File: src/rtl/dmem_arbiter.sv
// Two-port round-robin arbiter in front of a single-ported data memory.
// Sub-word writes are merged with the current word in the grant cycle.
module dmem_arbiter #(
    parameter int ADDR_WIDTH = 12
) (
    input  logic        clk,
    input  logic        reset,

    input  logic        req_0,
    input  logic        we_0,
    input  logic [31:0] addr_0,
    input  logic [31:0] wdata_0,
    input  logic [3:0]  be_0,
    output logic        gnt_0,
    output logic        rsp_valid_0,
    output logic [31:0] rsp_rdata_0,
    output logic        rsp_err_0,

    input  logic        req_1,
    input  logic        we_1,
    input  logic [31:0] addr_1,
    input  logic [31:0] wdata_1,
    input  logic [3:0]  be_1,
    output logic        gnt_1,
    output logic        rsp_valid_1,
    output logic [31:0] rsp_rdata_1,
    output logic        rsp_err_1,

    output logic        mem_we,
    output logic [31:0] mem_addr,
    output logic [31:0] mem_wdata,
    input  logic [31:0] mem_rdata
);

    // last_q = 1 means port 1 was granted most recently
    logic        last_q, last_d;

    logic        any_gnt;
    logic        sel_we;
    logic [31:0] sel_addr;
    logic [31:0] sel_wdata;
    logic [3:0]  sel_be;
    logic        acc_err;
    logic [31:0] merged;
    logic [31:0] rd_data;

    logic        vld0_q, vld0_d;
    logic        err0_q, err0_d;
    logic [31:0] rd0_q, rd0_d;
    logic        vld1_q, vld1_d;
    logic        err1_q, err1_d;
    logic [31:0] rd1_q, rd1_d;

    always_comb begin
        gnt_0 = 1'b0;
        gnt_1 = 1'b0;
        if (!reset) begin
            if (req_0 && req_1) begin
                gnt_0 = last_q;
                gnt_1 = ~last_q;
            end else begin
                gnt_0 = req_0;
                gnt_1 = req_1;
            end
        end
    end

    assign any_gnt = gnt_0 | gnt_1;

    always_comb begin
        sel_we    = we_0;
        sel_addr  = addr_0;
        sel_wdata = wdata_0;
        sel_be    = be_0;
        if (gnt_1) begin
            sel_we    = we_1;
            sel_addr  = addr_1;
            sel_wdata = wdata_1;
            sel_be    = be_1;
        end
    end

    always_comb begin
        acc_err = 1'b0;
        if (any_gnt) begin
            acc_err = (sel_addr[1:0] != 2'b00)
                    | (|sel_addr[31:ADDR_WIDTH])
                    | (sel_be == 4'b0000);
        end
    end

    always_comb begin
        merged = mem_rdata;
        for (int i = 0; i < 4; i++) begin
            if (sel_be[i]) begin
                merged[8*i +: 8] = sel_wdata[8*i +: 8];
            end
        end
    end

    assign mem_we    = any_gnt & sel_we & ~acc_err;
    assign mem_addr  = any_gnt ? sel_addr : 32'd0;
    assign mem_wdata = mem_we ? merged : 32'd0;
    assign rd_data   = (sel_we | acc_err) ? 32'd0 : mem_rdata;

    always_comb begin
        last_d = last_q;
        if (gnt_1) begin
            last_d = 1'b1;
        end else if (gnt_0) begin
            last_d = 1'b0;
        end
    end

    always_comb begin
        vld0_d = gnt_0;
        err0_d = gnt_0 & acc_err;
        rd0_d  = gnt_0 ? rd_data : rd0_q;
        vld1_d = gnt_1;
        err1_d = gnt_1 & acc_err;
        rd1_d  = gnt_1 ? rd_data : rd1_q;
    end

    always_ff @(posedge clk) begin
        if (reset) begin
            last_q <= 1'b1;
            vld0_q <= 1'b0;
            err0_q <= 1'b0;
            rd0_q  <= 32'd0;
            vld1_q <= 1'b0;
            err1_q <= 1'b0;
            rd1_q  <= 32'd0;
        end else begin
            last_q <= last_d;
            vld0_q <= vld0_d;
            err0_q <= err0_d;
            rd0_q  <= rd0_d;
            vld1_q <= vld1_d;
            err1_q <= err1_d;
            rd1_q  <= rd1_d;
        end
    end

    // A response still pending when reset rises is suppressed immediately
    assign rsp_valid_0 = vld0_q & ~reset;
    assign rsp_err_0   = err0_q & ~reset;
    assign rsp_rdata_0 = rd0_q;
    assign rsp_valid_1 = vld1_q & ~reset;
    assign rsp_err_1   = err1_q & ~reset;
    assign rsp_rdata_1 = rd1_q;

endmodule

File: config.mk
export PLATFORM = sky130hd
export DESIGN_NAME = dmem_arbiter
export DESIGN_NICKNAME = d
export VERILOG_FILES = /design/src/rtl/dmem_arbiter.sv
export SDC_FILE = /design/constraint.sdc
export NUM_CORES = 1
export LEC_CHECK = 0
export BUFFER_PORTS_ARGS = -buffer_cell sky130_fd_sc_hd__buf_2
export CAP_MARGIN = 20
export CORE_AREA = 2 2 119 121
export CTS_CLUSTER_SIZE = 20
export DETAILED_ROUTE_END_ITERATION = 10
export DIE_AREA = 0 0 121 123
export SYNTH_ARGS = -nofsm -noshare
export SYNTH_HDL_FRONTEND = slang
export SYNTH_SLANG_ARGS = --single-unit
File: constraint.sdc
create_clock -name clk -period 4.05 [get_ports clk]
set_input_delay 0.6075 -clock clk [delete_from_list [all_inputs] [get_ports clk]]
set_output_delay 0.6075 -clock clk [all_outputs]
set_load 0.05 [all_outputs]
# Word-level counts from Yosys, hierarchy flattened
# Index checks and enable logic that the tools add are counted.
# totals
regBits	69
out_inout_bits	135
# classes
n_mux	16
bitwise_logic	15
reduce_logical	5
# ops
op	count
2-to-1 mux 32 bit	5
2-to-1 mux 8 bit	4
OR reduction 20 bit	1
bitwise AND 1 bit	8
2-to-1 mux 1 bit	6
zero test 4 bit	1
2-to-1 mux 4 bit	1
bitwise OR 1 bit	4
NOT 1 bit	3
nonzero test 2 bit	1
OR reduction 2 bit	1
logical AND 1 bit	1

# Depth between registers and ports, before layout
# logic_depth
word_depth	11
ltp_mapped	7
ltp_nobuf	6

# Worst setup path after synthesis
# OpenSTA, ideal clock, no wires.
# synth_timing
path_type	input port to output port
startpoint	in addr_1[21]
endpoint	out mem_wdata[10]
t_arrival_ps	2934
required_ps	3442
slack_ps	508
path_stages	6
n_path_buf	1
cell_sequence	nor4_1 > nand4_1 > nor4_1 > o21ai_1 > clkbuf_1 > nor3_1
# synth_via
elab_chain_cells	8
# synth_lines
element	line	rtl
from (decl)	21	input logic [31:0] addr_1,
2-to-1 mux 32 bit	75	if (gnt_1) begin
OR reduction 20 bit	87	| (|sel_addr[31:ADDR_WIDTH])
bitwise OR 1 bit	87	
bitwise OR 1 bit	88	| (sel_be == 4'b0000);
2-to-1 mux 1 bit	85	if (any_gnt) begin
NOT 1 bit	101	assign mem_we = any_gnt & sel_we & ~acc_err;
bitwise AND 1 bit	101	
2-to-1 mux 32 bit	103	assign mem_wdata = mem_we ? merged : 32'd0;
to (decl)	31	output logic [31:0] mem_wdata,
# No other way between the ends.

# Worst setup path after layout
# layout_timing
startpoint	in reset
endpoint	out mem_wdata[30]
# layout_via
elab_chain_cells	9
elab_cells_between_ends	18
cone_classes	mux: 9; bitwise: 6; reduce/logical: 3
# layout_lines
element	line	rtl
from (decl)	7	input logic reset,
2-to-1 mux 1 bit	57	if (!reset) begin
2-to-1 mux 32 bit	75	
OR reduction 20 bit or nonzero test 2 bit (tied branches)	87, 86	
bitwise OR 1 bit	87	
bitwise OR 1 bit	88	
2-to-1 mux 1 bit	85	
NOT 1 bit	101	
bitwise AND 1 bit	101	
2-to-1 mux 32 bit *	103	
# Mark *: on every way between the ends. The rest lies on a longest branch, timed or not.

==> flow_summary.ini <==
[die]
dieArea_um2 = 14900
rows = 43
initial_core_util_pct = 23.3
die_w_um = 121
ios = 309
die_h_um = 123
core_um2 = 13600

[worst_setup_path]
critical_path.endpoint_type = primary output
crit_fanout = 36
r2r_start = last_q
cp-start-kind = input port
r2r_cells = 7
worstReg2RegEnd = rsp_rdata_0[5]
crit_arrival_ns = 2.78
ff2ff_setup_slack_ns = 1.43
criticalPathCategory = in2out
critPathRequiredTime_ns = 3.44

[place]
globalplace.congestion = 0.916
numPortBuffers = 308
hpwl_um = 11200
placed_area_um2 = 4920
dp.cells = 817

[sta]
skew_ns = 0.00797
hold_viol = 0
worst_pin_slew_ns = 0.970
min_period_ns = 3.39
maxSlewHeadroom_pct = 35.2
whs_ns = 0.471
rsz0062_at_grt = false
maxSlewViolCount = 0
fin_tns_setup_ns = 0
fmax_mhz = 295
period_share_pct = 83.6
setup_viol = 0

[power_and_ir_drop]
p_comb_share_pct = 19.3
seqPwrFrac_pct = 39.0
power_w = 0.00175
leakage_nw = 2.75
power_frac_clock_pct = 41.7
p_int_w = 0.00124
switchingPower_w = 0.000516
peakVddDrop_uv = 159
p_per_area_nw_per_um2 = 336
switching_share_pct = 29.5

[clocking]
cts_resized = 0
cts-root-buf = clkbuf_16
h-tree-depth = 3
cts_max_path_buffers = 2
cts_setup_buffers = 0
cts_sinks = 69
cts.clk_slew.worst_paths_ns = 0.05
cts_inserted_buffers = 9
ctsHoldBuffers = 0
cts_tree = done
clkLatencyLatePin_ns = 0.32

[global_routing]
grt.overflow.total = 0
grt_max_degree = 37
grt_pass1_wl_um = 20500
grt_pass1_vias = 3999
grt.total_usage_pct = 17.7
antenna_found_initial = 2

[cells_and_area]
seq_area_um2 = 1380
fin_nets = 822
multi_input_area_um2 = 1670
fin_area_um2 = 5210
finalNonFillerCells = 835
nFillCells = 1405
syn_to_final_growth_pct = 64.6
drive_gt1_share_pct = 52.5

[synth]
ys_seq_elements = 69
ys_warn_count = 0
synth_fp_nets = 517
synthCells = 343
syn_area_um2 = 3170
synth_cell_types = 26
avgSynthCellArea_um2 = 9.23
ys_seq_area_share_pct = 43.6

[routing]
drt-total-wl_um = 14200
drtIter0Drc = 267
ant_nets = 0
firstDrtPassIters = 5
vias = 4158
wire_per_inst_um = 17.0
drc = 0
viasPerCell = 4.98

[worst_hold_path]
hold_depth = 1
min_to = rsp_rdata_1[6]
holdCritPathClass = reg2reg
hold_start = rsp_rdata_1[6]

[outcome]
outcome = complete, no violations

[flow_run]
maxCapViolCount = 0
power groups by stage:
stage	Clock, W	Combinational, W	Sequential [W]
after global placement	0	0.000332	0.000698
after floorplan	0	0.000180	0.000698
after detailed placement	0	0.000338	0.000698
after global routing	0.000781	0.000362	0.000683
after CTS	0.000753	0.000339	0.000683
final	0.000730	0.000338	0.000683
layer usage:
metal | track usage [%] | routed length [µm] | vias up
met4 | 4.94 | 181 | 0
met5 | 0 | 0 | -
met2 | 31.8 | 7180 | 218
met1 | 21.1 | 5760 | 1958
li1 | - | - | 1970
met3 | 4.15 | 1080 | 12
state kept, by name, indices dropped and copies added (netlist names):
register	count
vld1_q	1
rsp_rdata_0	32
err0_q	1
vld0_q	1
last_q	1
rsp_rdata_1	32
err1_q	1
through the flow:
step	util (%)	setup WS [ns]
2_1_floorplan	-	0.508
3_3_place_gp	36.1	0.802
3_5_place_dp	36.1	0.677
4_1_cts	38.2	0.675
5_1_grt	38.3	0.482
6_report	38.3	0.664
layout by cell type, fill, tap and decap left out, drive strengths merged, types with 2 or more instances in the layout:
cell / count
nand2: 7
and3: 2
inv: 7
o22ai: 32
clkinvlp: 2
or4: 2
a22o: 97
diode: 2
nor2: 37
nand3: 4
buf: 317
o21ai: 6
clkbuf: 10
dfxtp: 69
nand4: 2
nor2b: 4
clkinv: 3
nor3: 33
nor4: 14
worst max-delay path by stage:
stage                         end  startpoint  depth (start not counted)
floorplan           mem_wdata[10]  addr_1[21]                          6
global placement    mem_wdata[15]       reset                          9
detailed placement  mem_wdata[30]       req_0                          9
CTS                 mem_wdata[30]       req_0                          9
global route         mem_wdata[7]  addr_1[21]                          8
finish              mem_wdata[30]       reset                          9
worst max-delay path, stage by stage:
cell,delay (ns)
buf_2,0.23
inv_2,0.12
nand2_2,0.12
inv_2,0.24
nor4_1,0.52
o21ai_2,0.08
buf_4,0.28
nor3_1,0.27
buf_2,0.30
cells by family (layout without fill, tap and decap cells):
family	after synthesis	after routing	share of synthesized area, %
AOI/OAI and AO/OA	139	139	35.8
buffers and inverters	29	339	4.27
DFF	69	69	43.6
other	0	2	0
and+or+nand+nor	106	106	16.3
cell type report:
type / count / share of cell area, %
flip-flops and latches: 69 / 26.5
repair buffers: 317 / 31.1
inverters: 6 / 0.432
diodes: 2 / 0.0961
multi-input cells: 245 / 32.0
clock inverters: 6 / 0.889
well taps: 180 / 4.32
clock buffers: 10 / 4.59
cell usage after synthesis:
library cell / n / area (µm²)
buf_2: 3 / 15.0
nor2b_1: 4 / 25.0
o21ai_0: 3 / 15.0
a21boi_4: 1 / 18.8
a22o_1: 97 / 850
nand4_1: 2 / 12.5
nor2_1: 37 / 139
nand2b_1: 1 / 6.26
dfxtp_1: 69 / 1380
nand2_2: 1 / 6.26
a21bo_1: 1 / 10.0
a211oi_4: 1 / 20.0
and3_1: 2 / 12.5
nand2_1: 6 / 22.5
or4_1: 1 / 7.51
buf_6: 3 / 33.8
nand3_1: 4 / 20.0
o22ai_1: 32 / 200
inv_2: 2 / 7.51
a21oi_1: 1 / 5.00
inv_1: 4 / 15.0
nor3_1: 33 / 165
nor4_1: 14 / 87.6
or4_4: 1 / 11.3
clkbuf_1: 17 / 63.8
o21ai_1: 3 / 15.0
Note: power is estimated with default switching activity, not from simulation.
